## src/rtl/left_register_pkg.sv

```systemverilog
// Shared types for the sender-side elastic register.
// Output-stage state encoding and counter width.
package left_register_pkg;

   typedef enum logic {
      OUT_EMPTY,
      OUT_FULL
   } out_state_e;

   localparam int SENT_CNT_W = 16;

endpackage

```

## src/rtl/left_fifo_mem.sv

```systemverilog
// Circular storage FIFO behind the output register.
// Head/tail wrap naturally; count tracks occupancy.
import left_register_pkg::*;

module left_fifo_mem #(
   parameter int DW    = 16,
   parameter int DEPTH = 4,
   parameter int CW    = $clog2(DEPTH + 1)
) (
   input  logic          clk,
   input  logic          rst,
   input  logic          push,
   input  logic [DW-1:0] din,
   input  logic          pop,
   output logic [DW-1:0] dout,
   output logic [CW-1:0] count
);

   localparam int PW = $clog2(DEPTH);

   logic [DW-1:0] mem [DEPTH];
   logic [PW-1:0] head;
   logic [PW-1:0] tail;

   assign dout = mem[head];

   always_ff @(posedge clk) begin
      if (push) mem[tail] <= din;
   end

   always_ff @(posedge clk) begin
      if (!rst) begin
         head  <= '0;
         tail  <= '0;
         count <= '0;
      end else begin
         if (push) tail <= tail + PW'(1);
         if (pop)  head <= head + PW'(1);
         unique case ({push, pop})
            2'b10:   count <= count + CW'(1);
            2'b01:   count <= count - CW'(1);
            default: count <= count;
         endcase
      end
   end

endmodule

```

## src/rtl/left_register.sv

```systemverilog
// Sender-side elastic register: FIFO plus registered output stage,
// driving the valid/ready link and counting completed transfers.
import left_register_pkg::*;

module left_register #(
   parameter int DW_left    = 16,
   parameter int DEPTH_left = 4
) (
   input  logic                              clk,
   input  logic                              rst,
   input  logic [DW_left-1:0]                din_i,
   input  logic                              valid_i,
   output logic                              ready_o,
   output logic [DW_left-1:0]                data_left,
   output logic                              vld_left,
   input  logic                              rdy_left,
   output logic [$clog2(DEPTH_left+2)-1:0]   level_o,
   output logic [SENT_CNT_W-1:0]             sent_cnt_o
);

   localparam int CW = $clog2(DEPTH_left + 1);
   localparam int LW = $clog2(DEPTH_left + 2);

   out_state_e        state;
   out_state_e        state_nxt;
   logic [CW-1:0]     fifo_count;
   logic [DW_left-1:0] fifo_dout;
   logic [DW_left-1:0] data_q;
   logic [LW-1:0]     level_q;
   logic [SENT_CNT_W-1:0] sent_q;
   logic              accept;
   logic              send;
   logic              fifo_ne;
   logic              load_en;
   logic              pop;
   logic              bypass;
   logic              push;

   // ready depends only on the FIFO count flops, never on rdy_left
   assign ready_o    = (fifo_count < CW'(DEPTH_left)) && rst;
   assign vld_left   = (state == OUT_FULL);
   assign data_left  = data_q;
   assign level_o    = level_q;
   assign sent_cnt_o = sent_q;

   assign accept  = valid_i && ready_o;
   assign send    = vld_left && rdy_left;
   assign fifo_ne = (fifo_count != '0);
   assign load_en = (state == OUT_EMPTY) || send;
   assign pop     = load_en && fifo_ne;
   assign bypass  = load_en && !fifo_ne && accept;
   assign push    = accept && !bypass;

   left_fifo_mem #(
      .DW    (DW_left),
      .DEPTH (DEPTH_left),
      .CW    (CW)
   ) u_fifo (
      .clk   (clk),
      .rst   (rst),
      .push  (push),
      .din   (din_i),
      .pop   (pop),
      .dout  (fifo_dout),
      .count (fifo_count)
   );

   always_comb begin
      state_nxt = state;
      unique case (state)
         OUT_EMPTY: if (accept || fifo_ne) state_nxt = OUT_FULL;
         OUT_FULL:  if (send && !fifo_ne && !accept) state_nxt = OUT_EMPTY;
         default:   state_nxt = OUT_EMPTY;
      endcase
   end

   always_ff @(posedge clk) begin
      if (!rst) begin
         state   <= OUT_EMPTY;
         data_q  <= '0;
         level_q <= '0;
         sent_q  <= '0;
      end else begin
         state <= state_nxt;
         if (pop)         data_q <= fifo_dout;
         else if (bypass) data_q <= din_i;
         unique case ({accept, send})
            2'b10:   level_q <= level_q + LW'(1);
            2'b01:   level_q <= level_q - LW'(1);
            default: level_q <= level_q;
         endcase
         if (send) sent_q <= sent_q + SENT_CNT_W'(1);
      end
   end

endmodule

```

## config.mk

```make
export PLATFORM = sky130hd
export DESIGN_NAME = left_register
export DESIGN_NICKNAME = d
export VERILOG_FILES = /design/src/rtl/left_register_pkg.sv /design/src/rtl/left_fifo_mem.sv /design/src/rtl/left_register.sv
export SDC_FILE = /design/constraint.sdc
export NUM_CORES = 1
export LEC_CHECK = 0
export ABC_AREA = 1
export CORE_MARGIN = 3
export CORE_UTILIZATION = 30
export CTS_CLUSTER_DIAMETER = 50
export DETAILED_ROUTE_END_ITERATION = 8
export SLEW_MARGIN = 20
export SYNTH_ARGS = -nofsm -noshare
export SYNTH_HDL_FRONTEND = slang
export SYNTH_HIERARCHICAL = 1
export SYNTH_SLANG_ARGS = --single-unit
```

## constraint.sdc

```tcl
create_clock -name clk -period 2.9 [get_ports clk]
set_clock_uncertainty 0.05 [all_clocks]
set_input_delay 0.58 -clock clk [delete_from_list [all_inputs] [get_ports clk]]
set_output_delay 0.58 -clock clk [all_outputs]
set_load 0.005 [all_outputs]
```

### After elaboration in Yosys (flattened, before gate mapping)

Memories as Yosys holds them, arrays and structs flattened. A register that Yosys moved wholly into a read port is not among the register bits.
Index checks and enable logic that the tools add are counted.

* bits in writable memories: 64
* output and inout bits: 37
* memories kept: 1
* logic and storage cells: 50
* input bits: 20
* register bits after elaboration: 43

* order comparisons: 1
* multiplexer cells: 11
* add/sub/neg operators: 7
* reductions and logical operators: 18
* bitwise gates (word level): 1
* equal/unequal tests: 4

Memory list
* u_fifo.mem: words 4, width 16, rd ports 1, clocked after memory_dff 1, wr ports 1, line left_fifo_mem.sv:21 `logic [DW-1:0] mem [DEPTH];`

Operators by type and width (number)
* 2-to-1 mux 16 bit: 2
* adder 16 x 1 -> 16 bit, second input constant: 1
* one-hot mux 3 bit (2 select lines): 2
* logical AND 1 bit: 9
* adder 3 x 1 -> 3 bit, second input constant: 2
* nonzero test 2 bit: 3
* subtractor 3 x 1 -> 3 bit, second input constant: 2
* adder 2 x 1 -> 2 bit, second input constant: 2
* equality test 2 x 1 -> 1 bit, second input constant: 2
* equality test 2 bit, second input constant: 2
* 2-to-1 mux 1 bit: 4
* 2-to-1 mux 2 bit: 2
* logical NOT 1 bit: 3
* less-than comparator 3 bit, second input constant: 1
* nonzero test 3 bit: 1
* logical OR 1 bit: 2
* one-hot mux 1 bit (2 select lines): 1
* inverter 1 bit: 1

### Longest topological paths before layout

* word-level depth: 8
* depth in mapped cells: 13
* mapped depth without buffers: 13

### Modules after synthesis

Netlist, hierarchy kept.

By module, submodules not included
* left_fifo_mem: area an instance 2782.7 µm², cells an instance 209, seq. area each 2102.0 µm², instances 1
* left_register: area an instance 1975.6 µm², cells an instance 316, seq. area each 720.7 µm², instances 1

### Least setup slack after synthesis

Ideal clock, no wire load.

* path kind: input port to flip-flop
* start: input rdy_left
* end: register u_fifo.count[2]
* path slack: 0.675 ns
* cell stages on the path: 12
* buffers on the path: 0
* arrival: 2.111 ns
* required time: 2.786 ns
* library setup time: 0.064 ns
* cell sequence: or2_1 -> inv_1 -> o21bai_1 -> inv_1 -> inv_2 -> ha_1 -> fa_1 -> nand2_1 -> nand2_1 -> nor2_1 -> nor2_1 -> nor2_1

* word-level cells in the longest chain between the ends: 8
* elaborated cells between the ends (all ways): 11
* classes of those cells: 2 x eq/ne; 1 x mux; 8 x reduce/logical

Ends and longest elaborated chain
* start: declaration: line left_register.sv:16 `input logic rdy_left,`
* logical AND 1 bit *: line left_register.sv:47 `assign send = vld_left && rdy_left;`
* logical OR 1 bit *: line left_register.sv:49 `assign load_en = (state == OUT_EMPTY) || send;`
* logical AND 1 bit * (2 in a row): line left_register.sv:51 `assign bypass = load_en && !fifo_ne && accept;`
* logical NOT 1 bit *: line left_register.sv:52 `assign push = accept && !bypass;`
* logical AND 1 bit *: line left_register.sv:52
* net push: line left_register.sv:37 `logic push;`
* equality test 2 x 1 -> 1 bit / equality test 2 bit (equally long branches): line left_fifo_mem.sv:39 `unique case ({push, pop})`
* one-hot mux 3 bit (2 select lines) / nonzero test 2 bit (equally long branches)
* end signal: assignment: line left_fifo_mem.sv:40 `2'b10: count <= count + CW'(1);`
* end signal: assignment: line left_fifo_mem.sv:41 `2'b01: count <= count - CW'(1);`
* end signal: assignment: line left_fifo_mem.sv:42 `default: count <= count;`
* end: declaration: line left_fifo_mem.sv:16 `output logic [CW-1:0] count`

The timed path passes the listed nets; every way through them passes the cells marked *.
A chain may end at the register's enable or synchronous reset.

### Worst setup path in the final report

Ends and elaborated chain as after synthesis.

==> qor.csv <==
stage,metric,value,unit
routing,ANT nets after route,0,
worst_setup_path,"setup slack, reg-to-reg",0.62,ns
global_routing,total grt overflow,0,
logic_synthesis,"EDFF count, synth",64,
worst_setup_path,RR Endpoint,u_fifo/count[2],
worst_setup_path,Critical Path Slowest Stage Cell,clkdlybuf4s50_1,
logic_synthesis,ys flop type,edfxtp_1,
worst_setup_path,Crit. End Element,flip-flop,
clock_tree,root buf cell,clkbuf_16,
worst_setup_path,"Req. time, crit path",3.13,ns
logic_synthesis,Mapped Area,0.00476,mm^2
worst_setup_path,R2R cell count,13,
logic_synthesis,area share of the largest cell type after synthesis,0.404,
place,# port buffers,56,
timing,Tcrit/Tclk final,0.889,
timing,fin crit period,2.58,ns
timing,Slew Limit Fails,0,
power_and_ir_drop,Peak VDD IR,0.000391,V
logic_synthesis,syn nets,554,
cells_and_area,utilization after layout,0.379,
routing,DR vias,3601,
routing,wire length per cell,13.2,um
flow_run,max cap viols,0,
clock_tree,Post CTS Setup Buffer Count,0,
routing,initial DRC count,165,
timing,final setup fails,0,
hold_path,HP Start,u_fifo/head[1],
logic_synthesis,Synth Area per Inst,9.06,um^2
clock_tree,CTS tree,built,
routing,drt pass-1 iters,4,
clock_tree,clock sinks,109,
global_routing,global-route wire length before repair,17.2,mm
worst_setup_path,CP Max Fanout,5,
timing,max_slew headroom,0.544,
timing,setup TNS,0,ns
worst_setup_path,Setup crit start,rdy_left,
timing,fmax,0.388,GHz
worst_setup_path,CP most frequent cell,nor2_1,
worst_setup_path,crit-path cells,clkdlybuf4s50_1 > or2_1 > inv_1 > o21bai_1 > inv_1 > inv_2 > ha_1 > fa_1 > nand2_1 > nand2_1 > nor2_1 > nor2_1 > nor2_1,
floorplanning,core area,0.0154,mm^2
floorplanning,I/O pin total,57,
power_and_ir_drop,Power per Cell Area,816,mW/mm^2
power_and_ir_drop,Lkg Pwr,2.32,nW
clock_tree,H-tree level count,3,
floorplanning,die area,0.0174,mm^2
logic_synthesis,biggest area consumer among synthesized cells,edfxtp_1,
hold_path,WHS Path Cells,1,
place,hpwl dp,6.86,mm
timing,Slew @ Worst Pin,0.681,ns
clock_tree,CTS-repair resized insts,0,
worst_setup_path,Critical Path Max Stage Delay,0.44,ns
logic_synthesis,register area share after synthesis,0.593,
timing,RSZ-0062 raised after global routing,false,
routing,total wire length,10.6,mm
worst_setup_path,R2R Path Start,vld_left,
floorplanning,die height,132,um
logic_synthesis,Gate Count Post-Synth,525,
cells_and_area,Filler Cell Count,1529,
global_routing,largest net degree at the start of global routing,36,
worst_setup_path,Setup Crit Path Kind,input pin to flip-flop,
worst_setup_path,crit path DAT,2.81,ns
logic_synthesis,synth unique cells,30,
clock_tree,CTS buffer count,9,
cells_and_area,Final Cell Area,0.00582,mm^2
run_status,outcome,"complete, no violations",
logic_synthesis,dominant cells by area after synthesis,"edfxtp_1 (40%), dfxtp_1 (19%), nand2_1 (8.0%), inv_1 (6.5%), nor2_1 (6.5%)",
floorplanning,FP Rows,45,
logic_synthesis,"count leader, synth",nand2_1,
global_routing,vias in the first global route,3545,
cells_and_area,Nets,616,
logic_synthesis,asr flop ratio synth,0,
floorplanning,Die X-Extent,132,um
clock_tree,clk buf depth,2,
floorplanning,Initial Util,0.310,
logic_synthesis,Synth warnings,6,
power_and_ir_drop,Tot Pwr,4.75,mW
place,RePlAce Congestion,0.780,
place,Area after DPL,0.00556,mm^2
cells_and_area,layout cells sized above 1,0.0659,
global_routing,Overall Global Routing Usage,0.123,
routing,Vias per Instance,4.48,
hold_path,HP Class,flip-flop to flip-flop,
routing,Residual DRC,0,
worst_setup_path,Startpoint Class,input pin,
clock_tree,cts hold-fix bufs,0,
clock_tree,Clock Latency Late Sink,0.34,ns
place,placed insts,787,
logic_synthesis,Synth top cells by count,"nand2_1 (101), inv_1 (83), nor2_1 (83)",
clock_tree,clock-pin transition on the worst setup and hold timing paths,0.07,ns
timing,Final Hold Viols,0,
cells_and_area,post-route insts no fill,804,
global_routing,antenna violations before repair,2,
cells_and_area,area grow syn2layout,22.4,%
logic_synthesis,Seq cells post-synth,109,
## state kept, by name, indices dropped and copies added (netlist names), named ones only
signal        flops
u_fifo/count      3
u_fifo/tail       2
u_fifo/head       2
sent_cnt_o       16
vld_left          1
level_o           3
u_fifo/mem       64
data_left        16
## critical path: cells and delay by family
kind                     cells  cell delay, ns
buffers and inverters        4            0.68
AND/OR/NAND/NOR              6            0.83
adder cells (fa/ha/maj)      2            0.66
AO/OA/AOI/OAI                1            0.06
## worst max path at each step
stage,cells after the start,slack [ns],to
3_3_place_gp,13,0.16,u_fifo/count[2]
4_1_cts,13,0.38,u_fifo/count[2]
3_5_place_dp,13,0.06,u_fifo/count[2]
6_report,13,0.32,u_fifo/count[2]
5_1_grt,13,0.19,u_fifo/count[2]
2_1_floorplan,12,0.67,u_fifo/count[2]
## area by class of cell
cell class | count | area (um^2) | area share
Sequential cell | 109 | 2820 | 0.485
Multi-Input combinational cell | 313 | 1500 | 0.258
Timing Repair Buffer | 67 | 643 | 0.110
Inverter | 87 | 327 | 0.0561
Tap cell | 211 | 264 | 0.0453
Clock buffer | 11 | 233 | 0.0400
Clock inverter | 5 | 27.5 | 0.00473
Antenna cell | 1 | 2.50 | 0.000430
## logic make-up after synthesis
family / after synthesis / synth area share
xor gates and xnor gates: 3 / 0.00552
buffers and inverters: 103 / 0.0907
AOI/OAI and AO/OA: 94 / 0.105
adders and majority gates: 9 / 0.0268
DFF: 109 / 0.593
and+or+nand+nor: 207 / 0.179
## through the flow
step	hold WS [ns]	setup WS, ns
finish	0.394	0.322
global route	0.427	0.193
CTS	0.395	0.379
detailed placement	0.383	0.0586
global placement	0.377	0.156
floorplan	0.362	0.675
## per-layer routing
| layer | global-route usage | part of all wire |
|---|---|---|
| met1 | 0.149 | 0.44 |
| met2 | 0.209 | 0.50 |
| met3 | 0.0385 | 0.045 |
| met4 | 0.0391 | 0.018 |
| met5 | 0 | 0.0012 |
## report_power, final
part | internal (mW) | switching, mW
clock network | 0.577 | 0.518
logic | 0.657 | 1.05
registers | 1.85 | 0.106
## cell usage in the layout (no fill, tap or decap)
master           instances
or2_1                    1
clkbuf_1                 2
nor3_1                   2
fa_1                     2
clkdlybuf4s50_1         56
ha_1                     7
nand2_2                  4
nand3_1                  5
nor2_4                   3
xnor2_1                  1
dfxtp_1                 45
nor2_2                   2
clkinvlp_2               1
nand2_4                  1
a31oi_1                  1
clkbuf_16                9
buf_4                   11
nor2_1                  83
inv_1                   83
o21ai_1                 28
inv_2                    4
clkinv_1                 1
diode_2                  1
nand3_2                  1
xor2_1                   2
edfxtp_1                64
o21bai_1                 3
nor3b_1                  1
nand4_1                  3
o22ai_1                 16
nand2_1                101
clkinv_4                 1
clkinv_2                 2
a21oi_1                 28
o21ai_0                 18
No activity file was read; power rests on OpenSTA's default activity.
